$ cat config.mk
export PLATFORM = sky130hd
export DESIGN_NAME = if_stage
export DESIGN_NICKNAME = d
export VERILOG_FILES = /design/src/rtl/if_stage_pkg.sv /design/src/rtl/if_next_pc.sv /design/src/rtl/if_stage.sv
export SDC_FILE = /design/constraint.sdc
export NUM_CORES = 1
export LEC_CHECK = 0
export BUFFER_PORTS_ARGS = -buffer_cell sky130_fd_sc_hd__buf_4
export CORE_AREA = 2 2 104 106
export CTS_BUF_LIST = sky130_fd_sc_hd__clkbuf_16
export CTS_CLUSTER_SIZE = 16
export DETAILED_ROUTE_END_ITERATION = 8
export DIE_AREA = 0 0 106 108
export GPL_ROUTABILITY_DRIVEN = 0
export PLACE_DENSITY = 0.78
export SYNTH_ARGS = -nofsm -noshare
export SYNTH_HDL_FRONTEND = slang
export SYNTH_SLANG_ARGS = --single-unit
$ cat constraint.sdc
create_clock -name clk -period 2.7 [get_ports clk]
set_input_delay 0.27 -clock clk [delete_from_list [all_inputs] [get_ports clk]]
set_output_delay 0.27 -clock clk [all_outputs]
set_load 0.01 [all_outputs]
$ cat src/rtl/if_stage_pkg.sv
// if_stage_pkg: shared types and constants for the instruction-fetch stage
package if_stage_pkg;
  localparam int INSTR_W = 32;
  localparam int ADDR_W = 32;
  localparam logic [ADDR_W-1:0] RESET_PC_DEF = 32'h0000_0000;
  localparam logic [INSTR_W-1:0] NOP_INSTR_DEF = 32'h0000_0000;
  typedef enum logic [1:0] {BOOT, RUN, HALTED} state_e;
  typedef enum logic [2:0] {ACT_IDLE, ACT_HALT, ACT_REDIR, ACT_STALL, ACT_SEQ} act_e;
endpackage

$ cat src/rtl/if_next_pc.sv
// if_next_pc: combinational next-PC priority mux (halt > branch > jump > stall > sequential)
module if_next_pc
  import if_stage_pkg::*;
(
  input  state_e            state_i,
  input  logic [ADDR_W-1:0] pc_i,
  input  logic              halt_req_i,
  input  logic              branch_taken_i,
  input  logic [ADDR_W-1:0] branch_target_i,
  input  logic              jump_i,
  input  logic [ADDR_W-1:0] jump_target_i,
  input  logic              stall_i,
  output act_e              act_o,
  output logic [ADDR_W-1:0] pc_plus4_o,
  output logic [ADDR_W-1:0] pc_next_o
);
  always_comb begin
    pc_plus4_o = pc_i + 32'd4;
    act_o = state_i != RUN ? ACT_IDLE :
            halt_req_i ? ACT_HALT :
            (branch_taken_i || jump_i) ? ACT_REDIR :
            stall_i ? ACT_STALL : ACT_SEQ;
    pc_next_o = act_o == ACT_REDIR ? (branch_taken_i ? branch_target_i : jump_target_i) :
                act_o == ACT_SEQ ? pc_plus4_o : pc_i;
  end
endmodule

$ cat src/rtl/if_stage.sv
// if_stage: MIPS fetch stage owning PC, IF/ID register and BOOT/RUN/HALTED FSM; IF_PERF_CNT_EN adds counters
module if_stage
  import if_stage_pkg::*;
#(
  parameter logic [ADDR_W-1:0]  RESET_PC  = RESET_PC_DEF,
  parameter logic [INSTR_W-1:0] NOP_INSTR = NOP_INSTR_DEF
) (
  input  logic               clk,
  input  logic               rst_n,
  output logic [ADDR_W-1:0]  IF_imem_pc,
  input  logic [INSTR_W-1:0] IF_imem_instr,
  input  logic               IF_stall,
  input  logic               IF_branch_taken,
  input  logic [ADDR_W-1:0]  IF_branch_target,
  input  logic               IF_jump,
  input  logic [ADDR_W-1:0]  IF_jump_target,
  input  logic               IF_halt_req,
  output logic [INSTR_W-1:0] IFID_instr,
  output logic [ADDR_W-1:0]  IFID_pc_plus4,
  output logic               IFID_valid,
`ifdef IF_PERF_CNT_EN
  output logic [31:0]        IF_cnt_fetch,
  output logic [31:0]        IF_cnt_stall,
  output logic [31:0]        IF_cnt_flush,
`endif
  output logic               IF_halted
);
  state_e state_q, state_d;
  act_e act;
  logic [ADDR_W-1:0] pc_q, pc_d, pc_plus4, pc4_q, pc4_d;
  logic [INSTR_W-1:0] instr_q, instr_d;
  logic valid_q, valid_d;
  if_next_pc u_next_pc (
    .state_i(state_q),
    .pc_i(pc_q),
    .halt_req_i(IF_halt_req),
    .branch_taken_i(IF_branch_taken),
    .branch_target_i(IF_branch_target),
    .jump_i(IF_jump),
    .jump_target_i(IF_jump_target),
    .stall_i(IF_stall),
    .act_o(act),
    .pc_plus4_o(pc_plus4),
    .pc_next_o(pc_d)
  );
  always_comb begin
    state_d = state_q == BOOT ? RUN : act == ACT_HALT ? HALTED : state_q;
    instr_d = act == ACT_SEQ ? IF_imem_instr : act == ACT_STALL ? instr_q : NOP_INSTR;
    valid_d = act == ACT_SEQ ? 1'b1 : act == ACT_STALL ? valid_q : 1'b0;
    pc4_d = act == ACT_SEQ ? pc_plus4 : pc4_q;
  end
  always_ff @(posedge clk or negedge rst_n) begin
    if (!rst_n) begin
      state_q <= BOOT;
      pc_q <= RESET_PC;
      instr_q <= NOP_INSTR;
      pc4_q <= '0;
      valid_q <= 1'b0;
    end else begin
      state_q <= state_d;
      pc_q <= pc_d;
      instr_q <= instr_d;
      pc4_q <= pc4_d;
      valid_q <= valid_d;
    end
  end
`ifdef IF_PERF_CNT_EN
  logic [31:0] fetch_q, stall_q, flush_q;
  always_ff @(posedge clk or negedge rst_n) begin
    if (!rst_n) begin
      fetch_q <= '0;
      stall_q <= '0;
      flush_q <= '0;
    end else begin
      if (act == ACT_SEQ && fetch_q != '1) fetch_q <= fetch_q + 32'd1;
      if (act == ACT_STALL && stall_q != '1) stall_q <= stall_q + 32'd1;
      if (act == ACT_REDIR && flush_q != '1) flush_q <= flush_q + 32'd1;
    end
  end
  assign IF_cnt_fetch = fetch_q;
  assign IF_cnt_stall = stall_q;
  assign IF_cnt_flush = flush_q;
`endif
  assign IF_imem_pc = pc_q;
  assign IFID_instr = instr_q;
  assign IFID_pc_plus4 = pc4_q;
  assign IFID_valid = valid_q;
  assign IF_halted = state_q == HALTED;
endmodule

# [After elaboration in Yosys (flattened, before gate mapping)]
# Index checks and enable logic that the tools add are counted.
[totals] elab_cells=30 input_bits=102 regBits=99
[classes] n_eq_ne=7 reduce_logical=4 addsub=1 mux=13
[ops] cell="$mux 32" count=5
[ops] cell="$add 32x3->32 const B" count=1
[ops] cell="$mux 3" count=4
[ops] cell="$eq 3x2->1 const B" count=2
[ops] cell="$mux 2" count=2
[ops] cell="$ne 2x1->1 const B" count=2
[ops] cell="$reduce_bool 2->1" count=2
[ops] cell="$eq 3x1->1 const B" count=1
[ops] cell="$eq 3x3->1 const B" count=1
[ops] cell="$eq 2x2->1 const B" count=1
[ops] cell="$logic_not 2->1" count=1
[ops] cell="$mux 1" count=2
[ops] cell="$logic_or 1x1->1" count=1

# [Logic depth before layout (Yosys ltp)]
[depth] word_depth=7 ltp_mapped=7 depth_no_buf=6

# [Cells and area by module]
# A second synthesis with hierarchy kept.
[unflattened] hier_cells=440 area_unflattened_um2=4999.8
[by_module_without_submodules] module="if_stage" area_each_um2=3303.2 cells_per_inst=181 instances=1 seq_area_each_um2=2477.4
[by_module_without_submodules] module="if_next_pc" area_each_um2=1696.6 cells_per_inst=259 instances=1 seq_area_each_um2=0.0

# [Worst setup path before layout]
# Ideal clock, no wire load.
[synth_timing] path_kind="register -> register" startpoint="reg pc_q[2] (netlist: IF_imem_pc[2])" endpoint="reg pc4_q[22] (netlist: IFID_pc_plus4[22])" setup_time_ns=0.133 n_path_buf=0 setup_slack_ns=0.556 path_stages_with_launch=7 required_time_ns=2.567 t_arrival_ns=2.011 cell_sequence="dfrtp_1 -> ha_1 -> nand3_1 -> nor4_1 -> nand4_1 -> xor2_1 -> o21ai_0"
[synth_via] elab_chain_cells=1
[synth_lines] item="from (decl)" line_no="if_stage.sv:30" rtl="logic [ADDR_W-1:0] pc_q, pc_d, pc_plus4, pc4_q, pc4_d;"
[synth_lines] item="from (signal assigned)" line_no="if_stage.sv:61" rtl="pc_q <= pc_d;"
[synth_lines] item="$add 32x3->32" line_no="if_next_pc.sv:18" rtl="pc_plus4_o = pc_i + 32'd4;"
[synth_lines] item="to (signal assigned)" line_no="if_stage.sv:63" rtl="pc4_q <= pc4_d;"
[synth_lines] item="to (decl)" line_no="if_stage.sv:30"
# No other way between the ends.
# A chain may end at the register's enable or synchronous reset.

# [Worst setup path after layout]
[layout_timing] startpoint="reg state_q[1]" endpoint="reg pc_q[5] (netlist: IF_imem_pc[5])"
[layout_via] elab_chain_cells=4 word_cells_on_any_way=6
[layout_lines] item="from (decl)" line_no="if_stage.sv:28" rtl="state_e state_q, state_d;"
[layout_lines] item="from (signal assigned)" line_no="if_stage.sv:60" rtl="state_q <= state_d;"
[layout_lines] item="$ne 2x1->1 (*)" line_no="if_next_pc.sv:19" rtl="act_o = state_i != RUN ? ACT_IDLE :"
[layout_lines] item="$mux 3 (*)" line_no="if_next_pc.sv:19"
[layout_lines] item="$eq 3x2->1 or $eq 3x3->1 (tied branches)" line_no="if_next_pc.sv:23, if_next_pc.sv:24"
[layout_lines] item="$mux 32 or $reduce_bool 2->1 (tied branches)"
# Every way passes the cells marked *; elsewhere a longest branch is shown, timed or not.

==> flow_results.org <==
** Clock tree
- Number of CTS-inserted buffers :: 9
- Buffers added to address setup during post-CTS repair amount to 0.
- Number of instances resized during post-cts repair :: 0
- The longest clock path from root to sink contains 2 buffers.
- Clock Latency Late Sink :: 0.33 ns
- CTS tree :: built
- TritonCTS Sinks :: 99
- CTS Hold Buffers Added :: 0
- CTS placed an instance of sky130_fd_sc_hd__clkbuf_16 at the clock tree root.
- Clk slew on worst S/H paths :: ~0.060 ns
- Number of H-tree levels :: 3

** Floorplanning
- Number of rows created at floorplan :: 37
- Standard cell core area :: about 10000 um^2
- In this run the vertical extent of the chip is 108 um.
- DIE WIDTH :: 106 um
- The die covers 11400 um^2.
- Pin placement for this block handled 200 I/O pins.
- Initial cell density of the core :: between 40 and 50%

** Final layout
- Once layout is done, the placed cells without fillers occupy 6750 um^2.
- Final-stage net count :: 778
- Once layout is complete, the utilization of the core stands at 66.0%.
- Final Instance Count excl. Fillers :: 816
- The post-route netlist has between 30% and 40% of its cells at a drive strength greater than 1.
- Diodes inserted :: 0
- Area growth from synthesis to layout :: 39.4%

** Worst setup path
- Startpoint class of the critical path :: flip-flop
- Along the worst path, the maximum fanout reaches around 90.
- Crit path DAT :: 2.56 ns
- The critical path is of the flip-flop to flip-flop type.
- For this design, the slowest cell found on the critical path is sky130_fd_sc_hd__or4_4.
- Grouping stages by cell kind, the critical path spends the most delay in simple AND/OR/NAND/NOR gates.
- Cell-by-cell trace of the critical path :: or3b_1 -> or4_4 -> buf_4 -> o32a_1 -> o21ai_0
- The worst setup path is captured at a flip-flop.
- Largest incremental delay on the critical path :: 0.49 ns
- For the worst setup path, the data required time is 2.95 ns.
- Together, buffers and inverters on the worst path number 1.

** Place
- Count of input and output buffers :: 199
- Post-DP Area :: 6470 um^2
- The number of placed instances, taps included, is 800.
- Once detailed placement completed, the half-perimeter wirelength came to 9.93 mm.

** Yosys
- Prevailing post-synth register cell :: sky130_fd_sc_hd__dfrtp_1
- In this run, distinct cell masters in the synthesized netlist total 45.
- The Yosys step of the flow raised 0 warnings.
- Post-synthesis instance area :: between 4000 and 5000 um^2
- When the netlist entered floorplanning its net count stood at 591.
- Number of synthesized flops with an enable pin :: 0
- Summing the sequential cell areas from Yosys gives slightly above 50% of the chip area.
- After technology mapping, the gate count stands at 488.
- The average instance in the mapped netlist occupies just under 10 um^2.
- The synthesized design contains 99 register bits.
- Async set-reset flop share out of synthesis :: 100%

** Global routing
- Global routing used 24.2% of the available tracks.
- After global routing the overflow that remains totals 0.
- Entering global routing, the biggest net connects 100 pins.
- Number of antenna violations at the first check in global routing :: 0
- Via count of the first global-routing pass :: between 4k and 5k
- The first global-routing pass estimated 21.9 mm of wire.

** Drt
- Routed wire per std cell :: 16.7 um
- Across all layers, the routed design uses 4326 vias.
- Number of nets still failing antenna checks after routing :: 0
- Number of vias per cell after detailed routing :: 5.30
- In the routed design, unresolved DRC markers number 0.
- Number of DRC violations after detailed-routing iteration 0 :: 227
- Number of iterations in the first detailed-routing pass :: 4
- For this block, the routed nets add up to 13.6 mm of wire.

** Outcome
- Violated checks :: hold timing
- Run status :: finished with violations

** STA
- Setup repair after global routing left no endpoint under its margin.
- Setup violations remaining at the end of the flow were counted as 0.
- The max-slew violation count was 0.
- Relative slew margins :: 49.5%
- Hold violation total from the final report :: 11
- The worst path in the final design needs a cycle of approximately 2.3 ns, including I/O delays and setup.
- Max Clk Rate :: around 430 MHz
- Worst Hold Margin :: -0.0185 ns
- Summed over all failing endpoints, the final setup total negative slack is 0 ns.
- Clock Skews :: 0.00473 ns
- Final Cycle Share :: 85.4%
- Worst-margin pin slew :: 0.758 ns

** Flow run
- Maximum capacitance violations :: 0

** Hold path
- The worst hold path belongs to the class input port to asynchronous set/reset pin.

** Pwr
- Total power :: 3.66 mW
- For this design the ratio of total power to cell area is 541 nW/um^2.
- The analysis attributes to cell leakage a power of roughly 3.4 nW.
- VDD sags by at most a little over 300 uV.
metal layers:
layer  global-route usage [%]  vias to the layer above  part of all wire (%)
met5                        0                        -                     0
met4                     7.80                        0                   1.4
met3                     4.52                       17                   6.7
met2                     42.8                      177                    50
met1                     30.2                     2048                    42
li1                         -                     2084                     -
cell usage in the layout (no fill, tap or decap), types with 11 or more instances in the layout:
cell type	Yosys	routed
sky130_fd_sc_hd__nand3_1	15	15
sky130_fd_sc_hd__buf_4	2	210
sky130_fd_sc_hd__o21ai_0	49	49
sky130_fd_sc_hd__xnor2_1	11	11
sky130_fd_sc_hd__nor2_1	57	57
sky130_fd_sc_hd__a21oi_1	23	23
sky130_fd_sc_hd__nand2_1	50	50
sky130_fd_sc_hd__xor2_1	15	15
sky130_fd_sc_hd__mux2i_1	63	63
sky130_fd_sc_hd__dfrtp_1	99	99
registers in the layout, indices dropped and copies added (netlist names):
register	cells
IFID_instr	32
IFID_pc_plus4	32
IF_imem_pc	32
IFID_valid	1
state_q	2
cells by family (layout without fill, tap and decap cells):
| kind of cell | count (synthesis) | in the layout | synth area share [%] |
|---|---|---|---|
| flops | 99 | 99 | 51.1 |
| compound gates | 104 | 104 | 12.8 |
| simple gates | 154 | 154 | 14.4 |
| mux | 63 | 63 | 13.0 |
| buf+inv | 41 | 233 | 3.62 |
| xor+xnor | 26 | 26 | 4.70 |
| fa+ha+maj | 1 | 1 | 0.258 |
cell usage after synthesis, types with 2 or more instances:
library cell	number	area share (%)
sky130_fd_sc_hd__xor2_1	15	2.7
sky130_fd_sc_hd__xnor2_1	11	2.0
sky130_fd_sc_hd__nand4_1	7	0.90
sky130_fd_sc_hd__o32a_1	5	1.0
sky130_fd_sc_hd__a21o_1	2	0.31
sky130_fd_sc_hd__o221ai_1	2	0.36
sky130_fd_sc_hd__and3_1	5	0.65
sky130_fd_sc_hd__a31oi_1	2	0.26
sky130_fd_sc_hd__nor4_1	3	0.39
sky130_fd_sc_hd__nand2_1	50	3.9
sky130_fd_sc_hd__nor2_1	57	4.4
sky130_fd_sc_hd__a21oi_1	23	2.4
sky130_fd_sc_hd__clkbuf_1	23	1.8
sky130_fd_sc_hd__a211oi_1	2	0.31
sky130_fd_sc_hd__buf_1	4	0.31
sky130_fd_sc_hd__mux2i_1	63	13
sky130_fd_sc_hd__inv_1	6	0.46
sky130_fd_sc_hd__dfrtp_1	99	51
sky130_fd_sc_hd__a221o_1	2	0.41
sky130_fd_sc_hd__o21ai_0	49	5.1
sky130_fd_sc_hd__buf_2	4	0.41
sky130_fd_sc_hd__nand3_1	15	1.5
sky130_fd_sc_hd__o211ai_1	2	0.31
sky130_fd_sc_hd__o211a_1	4	0.83
sky130_fd_sc_hd__or3_1	2	0.26
sky130_fd_sc_hd__and4_1	3	0.54
sky130_fd_sc_hd__buf_4	2	0.31
sky130_fd_sc_hd__nor2b_1	2	0.26
sky130_fd_sc_hd__o22ai_1	7	0.90
sky130_fd_sc_hd__nor3_1	2	0.21
per-stage QoR:
stage	worst slack (ns)	hold slack (ns)
2_1_floorplan	0.556	-0.0256
3_3_place_gp	0.434	0.365
3_5_place_dp	0.378	0.370
4_1_cts	0.385	0.0133
5_1_grt	0.263	0.0246
6_report	0.396	-0.0185
power by group:
part           switching, mW  internal, mW
logic                  0.311         0.377
clock network          0.509         0.700
registers              0.164          1.60
total                  0.985          2.67
final cells by class:
cell class / instances / area (um^2)
repair buffers: 211 / 1600
multi-input cells: 348 / 2210
inverters: 6 / 22.5
fillers: 821 / 3480
flip-flops and latches: 99 / 2480
well taps: 136 / 170
clock inverters: 7 / 53.8
clock buffers: 9 / 225
path summary, 6_finish.rpt:
kind,from,end,slack [ns],depth (start not counted)
min in group clk,IF_halt_req,state_q[0],0.13,2
worst max register to register,state_q[1],IF_imem_pc[5],0.40,5
max in group asynchronous,rst_n,IFID_pc_plus4[13],2.31,2
worst min-delay path,rst_n,IFID_instr[24],-0.02,2
worst min register to register,IFID_pc_plus4[10],IFID_pc_plus4[10],0.48,2
worst max-delay path,state_q[1],IF_imem_pc[5],0.40,5
Note: power is estimated with default switching activity, not from simulation.
